### config.mk
export PLATFORM = sky130hd
export DESIGN_NAME = regfile_scoreboard
export DESIGN_NICKNAME = d
export VERILOG_FILES = /design/src/rtl/proc_pkg.sv /design/src/rtl/pending_scoreboard.sv /design/src/rtl/regfile_scoreboard.sv
export SDC_FILE = /design/constraint.sdc
export NUM_CORES = 2
export LEC_CHECK = 0
export CORE_MARGIN = 2
export CORE_UTILIZATION = 50
export CTS_BUF_LIST = sky130_fd_sc_hd__clkbuf_16
export DETAILED_ROUTE_END_ITERATION = 10
export PLACE_DENSITY = 0.72
export SYNTH_ARGS = -nofsm -noshare
export SYNTH_HDL_FRONTEND = slang
export SYNTH_HIERARCHICAL = 1
export SYNTH_SLANG_ARGS = --single-unit
### constraint.sdc
create_clock -name clk -period 16 [get_ports clk]
set_input_delay 2.4 -clock clk [delete_from_list [all_inputs] [get_ports clk]]
set_output_delay 2.4 -clock clk [all_outputs]
set_load 0.01 [all_outputs]
### src/rtl/proc_pkg.sv
// Shared processor definitions: default datapath sizes and opcode encodings.
package proc_pkg;

  localparam int WORD_W   = 16;
  localparam int REG_AW   = 6;
  localparam int NUM_REGS = 1 << REG_AW;

  typedef enum logic [3:0] {
    OP_JZ   = 4'd0,
    OP_LD   = 4'd1,
    OP_ST   = 4'd2,
    OP_MOV  = 4'd3,
    OP_ADD  = 4'd4,
    OP_SUB  = 4'd5,
    OP_AND  = 4'd6,
    OP_OR   = 4'd7,
    OP_XOR  = 4'd8,
    OP_ADDF = 4'd9,
    OP_MULF = 4'd10
  } opcode_t;

endpackage

### src/rtl/pending_scoreboard.sv
// Pending-write scoreboard: tracks in-flight destinations, detects RAW/WAW
// hazards against decode, and keeps a registered count of pending registers.
module pending_scoreboard
  import proc_pkg::*;
#(
  parameter  int NREGS = NUM_REGS,
  localparam int AW    = $clog2(NREGS)
) (
  input  logic          clk,
  input  logic          rst_n,
  input  logic [AW-1:0] rd_a_addr,
  input  logic [AW-1:0] rd_b_addr,
  input  logic          iss_valid,
  input  logic          iss_use_a,
  input  logic          iss_use_b,
  input  logic          iss_dst_en,
  input  logic [AW-1:0] iss_dst,
  input  logic          wb_valid,
  input  logic [AW-1:0] wb_addr,
  input  logic          flush,
  output logic          iss_ready,
  output logic          wb_hit_pending,
  output logic [AW:0]   pending_cnt
);

  logic [NREGS-1:0] pending_q, pending_d;
  logic [AW:0]      cnt_q, cnt_d;
  logic             hz_a, hz_b, hz_d;

  // Hazard detection; a same-cycle writeback to the register resolves it.
  always_comb begin
    hz_a           = iss_use_a  && pending_q[rd_a_addr] && !(wb_valid && wb_addr == rd_a_addr);
    hz_b           = iss_use_b  && pending_q[rd_b_addr] && !(wb_valid && wb_addr == rd_b_addr);
    hz_d           = iss_dst_en && pending_q[iss_dst]   && !(wb_valid && wb_addr == iss_dst);
    iss_ready      = !(hz_a || hz_b || hz_d) && !flush;
    wb_hit_pending = pending_q[wb_addr];
  end

  // Next pending vector: flush clears all, otherwise an issue set overrides a writeback clear.
  always_comb begin
    pending_d = pending_q;
    if (flush) begin
      pending_d = '0;
    end else begin
      if (wb_valid) pending_d[wb_addr] = 1'b0;
      if (iss_valid && iss_ready && iss_dst_en) pending_d[iss_dst] = 1'b1;
    end
    cnt_d = '0;
    for (int unsigned i = 0; i < NREGS; i++) begin
      cnt_d = cnt_d + {{AW{1'b0}}, pending_d[i]};
    end
  end

  // Scoreboard state and its popcount update together so the count never lags.
  always_ff @(posedge clk or negedge rst_n) begin
    if (!rst_n) begin
      pending_q <= '0;
      cnt_q     <= '0;
    end else begin
      pending_q <= pending_d;
      cnt_q     <= cnt_d;
    end
  end

  assign pending_cnt = cnt_q;

endmodule

### src/rtl/regfile_scoreboard.sv
// Register file with two combinational write-through read ports, one
// writeback port, and a pending-write scoreboard for decode hazard stalls.
module regfile_scoreboard
  import proc_pkg::*;
#(
  parameter  int WIDTH = WORD_W,
  parameter  int NREGS = NUM_REGS,
  localparam int AW    = $clog2(NREGS)
) (
  input  logic             clk,
  input  logic             rst_n,
  input  logic [AW-1:0]    rd_a_addr,
  output logic [WIDTH-1:0] rd_a_data,
  input  logic [AW-1:0]    rd_b_addr,
  output logic [WIDTH-1:0] rd_b_data,
  input  logic             iss_valid,
  input  logic             iss_use_a,
  input  logic             iss_use_b,
  input  logic             iss_dst_en,
  input  logic [AW-1:0]    iss_dst,
  output logic             iss_ready,
  input  logic             wb_valid,
  input  logic [AW-1:0]    wb_addr,
  input  logic [WIDTH-1:0] wb_data,
  input  logic             flush,
  output logic [AW:0]      pending_cnt,
  output logic             wb_err
);

  logic [WIDTH-1:0] regs_q [NREGS];
  logic [WIDTH-1:0] regs_d [NREGS];
  logic             wb_err_q, wb_err_d;
  logic             wb_hit_pending;

  pending_scoreboard #(.NREGS(NREGS)) u_sb (
    .clk            (clk),
    .rst_n          (rst_n),
    .rd_a_addr      (rd_a_addr),
    .rd_b_addr      (rd_b_addr),
    .iss_valid      (iss_valid),
    .iss_use_a      (iss_use_a),
    .iss_use_b      (iss_use_b),
    .iss_dst_en     (iss_dst_en),
    .iss_dst        (iss_dst),
    .wb_valid       (wb_valid),
    .wb_addr        (wb_addr),
    .flush          (flush),
    .iss_ready      (iss_ready),
    .wb_hit_pending (wb_hit_pending),
    .pending_cnt    (pending_cnt)
  );

  // Read ports bypass the writeback value so a consumer sees it in the same cycle.
  always_comb begin
    rd_a_data = (wb_valid && wb_addr == rd_a_addr) ? wb_data : regs_q[rd_a_addr];
    rd_b_data = (wb_valid && wb_addr == rd_b_addr) ? wb_data : regs_q[rd_b_addr];
  end

  // Writeback into the array; writing a register nobody was waiting on is sticky-flagged.
  always_comb begin
    regs_d   = regs_q;
    wb_err_d = wb_err_q;
    if (wb_valid) begin
      regs_d[wb_addr] = wb_data;
      if (!wb_hit_pending) wb_err_d = 1'b1;
    end
  end

  // Architectural register and error state.
  always_ff @(posedge clk or negedge rst_n) begin
    if (!rst_n) begin
      regs_q   <= '{default: '0};
      wb_err_q <= 1'b0;
    end else begin
      regs_q   <= regs_d;
      wb_err_q <= wb_err_d;
    end
  end

  assign wb_err = wb_err_q;

endmodule

### Yosys cells after proc, flatten, opt, wreduce, memory -nomap -nowiden

Cells that the tools add are included.
W data, S select, Z words.

* bits in registers: 1096
* output and inout bits: 41
* logic and storage cells: 200

* add/subtract/negate cells: 63
* $lt $le $gt $ge: 10
* equal/unequal tests: 3
* mux-type cells: 27
* bitwise logic cells: 7
* reductions and logical operators: 23

Operator list (count)
* $bwmux W1024: 1
* $add A7 B1 Y7: 62
* $mux W64: 4
* $bmux W16 S6: 2
* $mux W16: 7
* $demux W16 S6: 1
* $and A64 B64 Y64: 1
* $not A64 Y64: 1
* $or A64 B64 Y64: 1
* $lt A6 B7 Y1 const B: 4
* $bmux W1 S6: 4
* $ge A7 B7 Y1 const B: 3
* $not A6 Y7: 3
* $eq A6 B6 Y1: 3
* $logic_and A1 B1 Y1: 15
* $demux W1 S6: 2
* $ge A6 B1 Y1 const B: 2
* $lt A7 B1 Y1 const B: 1
* $mux W1: 6
* $logic_not A1 Y1: 5
* $add A1 B1 Y2: 1
* $logic_or A1 B1 Y1: 2
* $reduce_and A2 Y1: 1
* $not A1 Y1: 1

### Logic depth before layout (Yosys ltp)

* word-level depth: 75
* depth in mapped cells: 31

### Cells and area by module

The synthesis kept the hierarchy.

Modules (own cells, without submodules)
* regfile_scoreboard: times used 1, cells each 4163, area each 56200.2 µm², sequential area each 25649.6 µm²
* pending_scoreboard: times used 1, cells each 853, area each 8565.7 µm², sequential area each 1776.7 µm²

### Worst setup path before layout

Ideal clock, no wire load.

* path kind: in2reg
* from: input rd_a_addr[0]
* to: register u_sb.cnt_q[5], in the netlist u_sb/pending_cnt[5]
* setup time: 79 ps
* arrival: 9781 ps
* required time: 15921 ps
* path slack: 6140 ps
* stages on the path: 28
* path buffers: 4
* cells stage by stage: buf_2 buf_2 mux4_2 mux2i_1 nand2_1 nand4_1 nand4_2 buf_2 buf_6 o41ai_1 fa_1 inv_1 fa_1 fa_1 inv_1 fa_1 fa_1 fa_1 fa_1 inv_1 fa_1 inv_1 ha_1 a21o_1 a21oi_1 o21bai_1 a21oi_1 xor2_1

RTL lines
* from (decl): line regfile_scoreboard.sv:12 `input logic [AW-1:0] rd_a_addr,`
* $bmux W1 S6 / $eq A6 B6 Y1 (equally long branches): line pending_scoreboard.sv:32 `hz_a = iss_use_a && pending_q[rd_a_addr] && !(wb_valid && wb_addr == rd_a_addr);`
* $mux W1 (implied by the code) / $logic_and A1 B1 Y1 (equally long branches): line pending_scoreboard.sv:32
* $logic_and A1 B1 Y1 / $logic_not A1 Y1 (equally long branches): line pending_scoreboard.sv:32
* $logic_and A1 B1 Y1 *: line pending_scoreboard.sv:32
* $logic_or A1 B1 Y1 * (2 in a row): line pending_scoreboard.sv:35 `iss_ready = !(hz_a || hz_b || hz_d) && !flush;`
* $logic_not A1 Y1 *: line pending_scoreboard.sv:35
* $logic_and A1 B1 Y1 *: line pending_scoreboard.sv:35
* $logic_and A1 B1 Y1 * (2 in a row): line pending_scoreboard.sv:46 `if (iss_valid && iss_ready && iss_dst_en) pending_d[iss_dst] = 1'b1;`
* $mux W64 *: line pending_scoreboard.sv:46
* $mux W64 *: line pending_scoreboard.sv:42 `if (flush) begin`
* via u_sb.pending_d[9]: line pending_scoreboard.sv:26 `logic [NREGS-1:0] pending_q, pending_d;`
* $add A7 B1 Y7 * (55 in a row): line pending_scoreboard.sv:50 `cnt_d = cnt_d + {{AW{1'b0}}, pending_d[i]};`
* via u_sb.cnt_d[5]: line pending_scoreboard.sv:27 `logic [AW:0] cnt_q, cnt_d;`
* to (signal assigned): line pending_scoreboard.sv:61 `cnt_q <= cnt_d;`
* to (decl): line pending_scoreboard.sv:27

Mark *: on every way through the listed nets, which the timed path passes. The rest lies on a longest branch. The select of a mux whose other input is x is not followed.
A chain may end at the register's enable or synchronous reset.

### Worst setup path after layout

* from: input iss_dst[1]
* to: register u_sb.cnt_q[5], in the netlist u_sb/pending_cnt[5]

* cells in the longest elaborated chain, start to end: 74

RTL lines
* from (decl): line regfile_scoreboard.sv:20 `input logic [AW-1:0] iss_dst,`
* $bmux W1 S6 / $eq A6 B6 Y1 (equally long branches): line pending_scoreboard.sv:34 `hz_d = iss_dst_en && pending_q[iss_dst] && !(wb_valid && wb_addr == iss_dst);`
* $mux W1 (implied by the code) / $logic_and A1 B1 Y1 (equally long branches): line pending_scoreboard.sv:34
* $logic_and A1 B1 Y1 / $logic_not A1 Y1 (equally long branches): line pending_scoreboard.sv:34
* $logic_and A1 B1 Y1: line pending_scoreboard.sv:34
* $logic_or A1 B1 Y1: line pending_scoreboard.sv:35
* $logic_not A1 Y1: line pending_scoreboard.sv:35
* $logic_and A1 B1 Y1: line pending_scoreboard.sv:35
* $logic_and A1 B1 Y1 (2 in a row): line pending_scoreboard.sv:46
* $mux W64 *: line pending_scoreboard.sv:46
* $mux W64 *: line pending_scoreboard.sv:42
* via u_sb.pending_d[1]: line pending_scoreboard.sv:26
* $add A1 B1 Y2 *: line pending_scoreboard.sv:50
* $add A7 B1 Y7 * (62 in a row): line pending_scoreboard.sv:50
* via u_sb.cnt_d[5]: line pending_scoreboard.sv:27

Marked as above.

==> impl_metrics.py <==
metrics = {
    "sta": {
        "drv_slew": 0,
        "max_clock_freq_mhz": 85.7,
        "slew_headroom_pct": 11.5,
        "final-hold-violation-count": 0,
        "finClkSkew_ps": 9.43,
        "tightest_slew_ps": 1330,
        "final-setup-viol-count": 0,
        "period_share_pct": 72.9,
        "rsz0062_at_grt": "false",
        "setup-tns-final_ps": 0,
        "fin_crit_ps": 11670,
    },
    "logic_synthesis": {
        "avgSynthCellArea_sq_um": 12.9,
        "ys.flop_type": "dfrtp_1",
        "synth-edff-count": 0,
        "ys_async_sr_fraction_pct": 100,
        "yosys.area.top_type": "dfrtp_1",
        "yosys-top-cells-count": "dfrtp_1, mux2_2, mux2i_1",
        "ys_seq_area_share_pct": 42.3,
        "synth_top_area_share_pct": 42.3,
        "synth-seq-cells": 1096,
        "netlist_instances": 5016,
        "synth_cell_types": 82,
        "yosysMostFrequentCell": "dfrtp_1",
        "ys_warn_count": 6,
        "syn_nets": 5133,
        "synth_area_leaders": "dfrtp_1, mux2_2, mux4_2",
        "syn_area_sq_um": 64800,
    },
    "worst_setup_path": {
        "cp-start-kind": "primary input",
        "crit_type": "primary input to flop",
        "reg2reg_from": "u_sb/pending_q[54]$_DFF_PN0_",
        "ff2ff_path_depth": 26,
        "r2r_end": "u_sb/pending_cnt[5]$_DFF_PN0_",
        "worst_path_most_repeated_cell": "fa_1",
        "slowest_delay_ps": 1250,
        "crit_slowest_cell": "clkdlybuf4s50_1",
        "reg2reg_slack_ps": 6780,
        "required_ps": 16670,
        "cp_max_fo": 67,
        "critPathArrivalTime_ps": 12340,
        "critPathBufInv": 6,
        "crit_family": "adder cells",
        "endpoint_kind": "flop",
    },
    "clocking": {
        "clk_latency_ps": 750,
        "ctsLongestPathBuffers": 3,
        "cts_setup_buffers": 0,
        "cts_tree": "built",
        "cts_resized": 0,
        "hold_buffers": 0,
        "numCtsBuffers": 118,
        "h-tree-depth": 3,
        "clk_pin_slew_ps": 60,
        "numClockSinks": 1096,
        "clk_root_buffer_cell": "clkbuf_16",
    },
    "final_layout": {
        "fill_cells": 10700,
        "fin_area_sq_um": 70400,
        "final_cells": 6683,
        "areaGrowthSynthToFinish_pct": 8.67,
        "nets": 4964,
        "drive_gt1_share_pct": 36.1,
    },
    "grt": {
        "grt_pass1_wl_um": 314000,
        "grt_pass1_vias": 46600,
        "grt_usage_pct": 32.1,
        "grt_max_degree": 167,
        "grt-ovfl-total": 0,
        "antenna_found_initial": 5,
    },
    "floorplan": {
        "rows": 132,
        "floorplan.initialDensity_pct": 50.2,
        "die_y_um": 364,
        "io_pins": 89,
        "die_w_um": 364,
        "fp.coreArea_sq_um": 129000,
        "die-area_sq_um": 132000,
    },
    "power": {
        "p_sw_uw": 2130,
        "p_seq_share_pct": 45.3,
        "ir_drop_mv": 0.109,
        "p_per_area_nw_per_um2": 106,
        "p_clk_share_pct": 37.3,
        "p_int_uw": 5340,
        "p_leak_uw": 0.0317,
        "power_frac_comb_pct": 17.4,
        "switching_share_pct": 28.5,
    },
    "route": {
        "drtAntennaViolNets": 0,
        "routed_wl_um": 214000,
        "dr.pass1.iters": 8,
        "drt_iter0_markers": 6202,
        "viasPerCell": 6.94,
        "routed-via-count": 46400,
        "drt_drc_violations_left": 0,
        "wl_per_cell_um": 32.0,
    },
    "placement": {
        "numPortBuffers": 88,
        "globalplace.congestion": 0.918,
        "place_inst": 6469,
        "placed_cell_area_sq_um": 66500,
        "dpl.hpwl_um": 127000,
    },
    "hold_path": {
        "min_from": "wb_err$_DFFE_PN0P_",
        "holdPathStages": 1,
        "whs_endpoint": "wb_err$_DFFE_PN0P_",
        "hp-class": "flop to flop",
    },
    "outcome": {
        "status": "finished, final reports clean",
    },
    "run": {
        "max_cap_viol_count": 0,
    },
}
[how the worst max path moves through the flow]
stage                       from                             to  slack, ps  depth (start not counted)
floorplan           rd_a_addr[0]  u_sb/pending_cnt[5]$_DFF_PN0_       6140                         28
global placement      iss_dst[1]  u_sb/pending_cnt[5]$_DFF_PN0_       3830                         27
detailed placement    iss_dst[1]  u_sb/pending_cnt[5]$_DFF_PN0_       3680                         27
CTS                   iss_dst[1]  u_sb/pending_cnt[5]$_DFF_PN0_       4400                         27
global route          iss_dst[1]  u_sb/pending_cnt[5]$_DFF_PN0_       3670                         27
finish                iss_dst[1]  u_sb/pending_cnt[5]$_DFF_PN0_       4330                         27
[area by class of cell]
cell class	instances	area, sq um	share of cell area, %
Clock buffer	118	2950	4.20
Timing Repair Buffer	220	1830	2.60
Antenna cell	1	2.50	0.00356
Tap cell	1742	2180	3.10
Multi-Input combinational cell	3337	34800	49.4
Sequential cell	1096	27400	39.0
Inverter	74	278	0.395
Clock inverter	95	928	1.32
[registers in the layout (all words and copies together) (netlist names)]
name	count
regs_q	1024
u_sb/pending_q	64
wb_err	1
u_sb/pending_cnt	7
[cell usage in the layout, fill, tap and decap left out, drive strengths merged, types with 7 or more instances in the layout]
master | Yosys | final
bufinv | 0 | 14
o41a | 32 | 32
nor2b | 79 | 79
mux2i | 555 | 555
nor3b | 11 | 11
nand3b | 34 | 34
a221o | 7 | 7
o41ai | 66 | 66
a22o | 18 | 18
nand2b | 19 | 19
dfrtp | 1096 | 1096
o211ai | 8 | 8
o21ai | 90 | 90
mux2 | 1054 | 1054
fa | 54 | 54
o2111ai | 8 | 8
inv | 73 | 99
a221oi | 48 | 48
a21oi | 88 | 88
clkdlybuf4s50 | 0 | 57
nor3 | 16 | 16
nor4 | 8 | 8
a31oi | 8 | 8
a22oi | 248 | 248
xor2 | 16 | 16
and2 | 10 | 10
nor2 | 66 | 66
nand3 | 83 | 83
xnor2 | 17 | 17
nand2 | 251 | 251
mux4 | 301 | 301
clkinv | 1 | 50
a211oi | 9 | 9
clkbuf | 241 | 118
a32oi | 15 | 15
ha | 15 | 15
nand4 | 26 | 26
buf | 268 | 163
[power groups by stage]
stage | logic [uW] | clock network (uW) | registers [uW]
floorplan | 948 | 0 | 3330
global placement | 1250 | 0 | 3400
detailed placement | 1280 | 0 | 3420
CTS | 1290 | 2810 | 3370
global route | 1380 | 2930 | 3420
finish | 1300 | 2780 | 3390
[metal layers]
| layer | vias to the layer above | part of all wire [%] | GRT usage (%) |
|---|---|---|---|
| li1 | 18700 | - | - |
| met1 | 24100 | 40 | 43.9 |
| met2 | 2886 | 44 | 47.6 |
| met3 | 667 | 11 | 8.80 |
| met4 | 10 | 5.2 | 14.7 |
| met5 | - | 0.092 | 0.254 |
[cells by family after synthesis]
group / Yosys count / synth area share (%)
xor+xnor: 33 / 0.446
mux: 1910 / 37.5
fa+ha+maj: 69 / 1.96
buf+inv: 583 / 4.34
flops: 1096 / 42.3
compound gates: 691 / 8.41
simple gates: 634 / 5.01
[through the flow]
stage               hold slack (ps)  power [uW]  util [%]  setup WS [ps]
finish                          475        7470      54.6           4330
global placement                470        4650      51.6           3830
floorplan                       477        4280         -           6140
CTS                             486        7470      54.6           4400
detailed placement              468        4700      51.6           3680
global route                    491        7740      54.6           3670
Power figures use the tool's default switching activity.
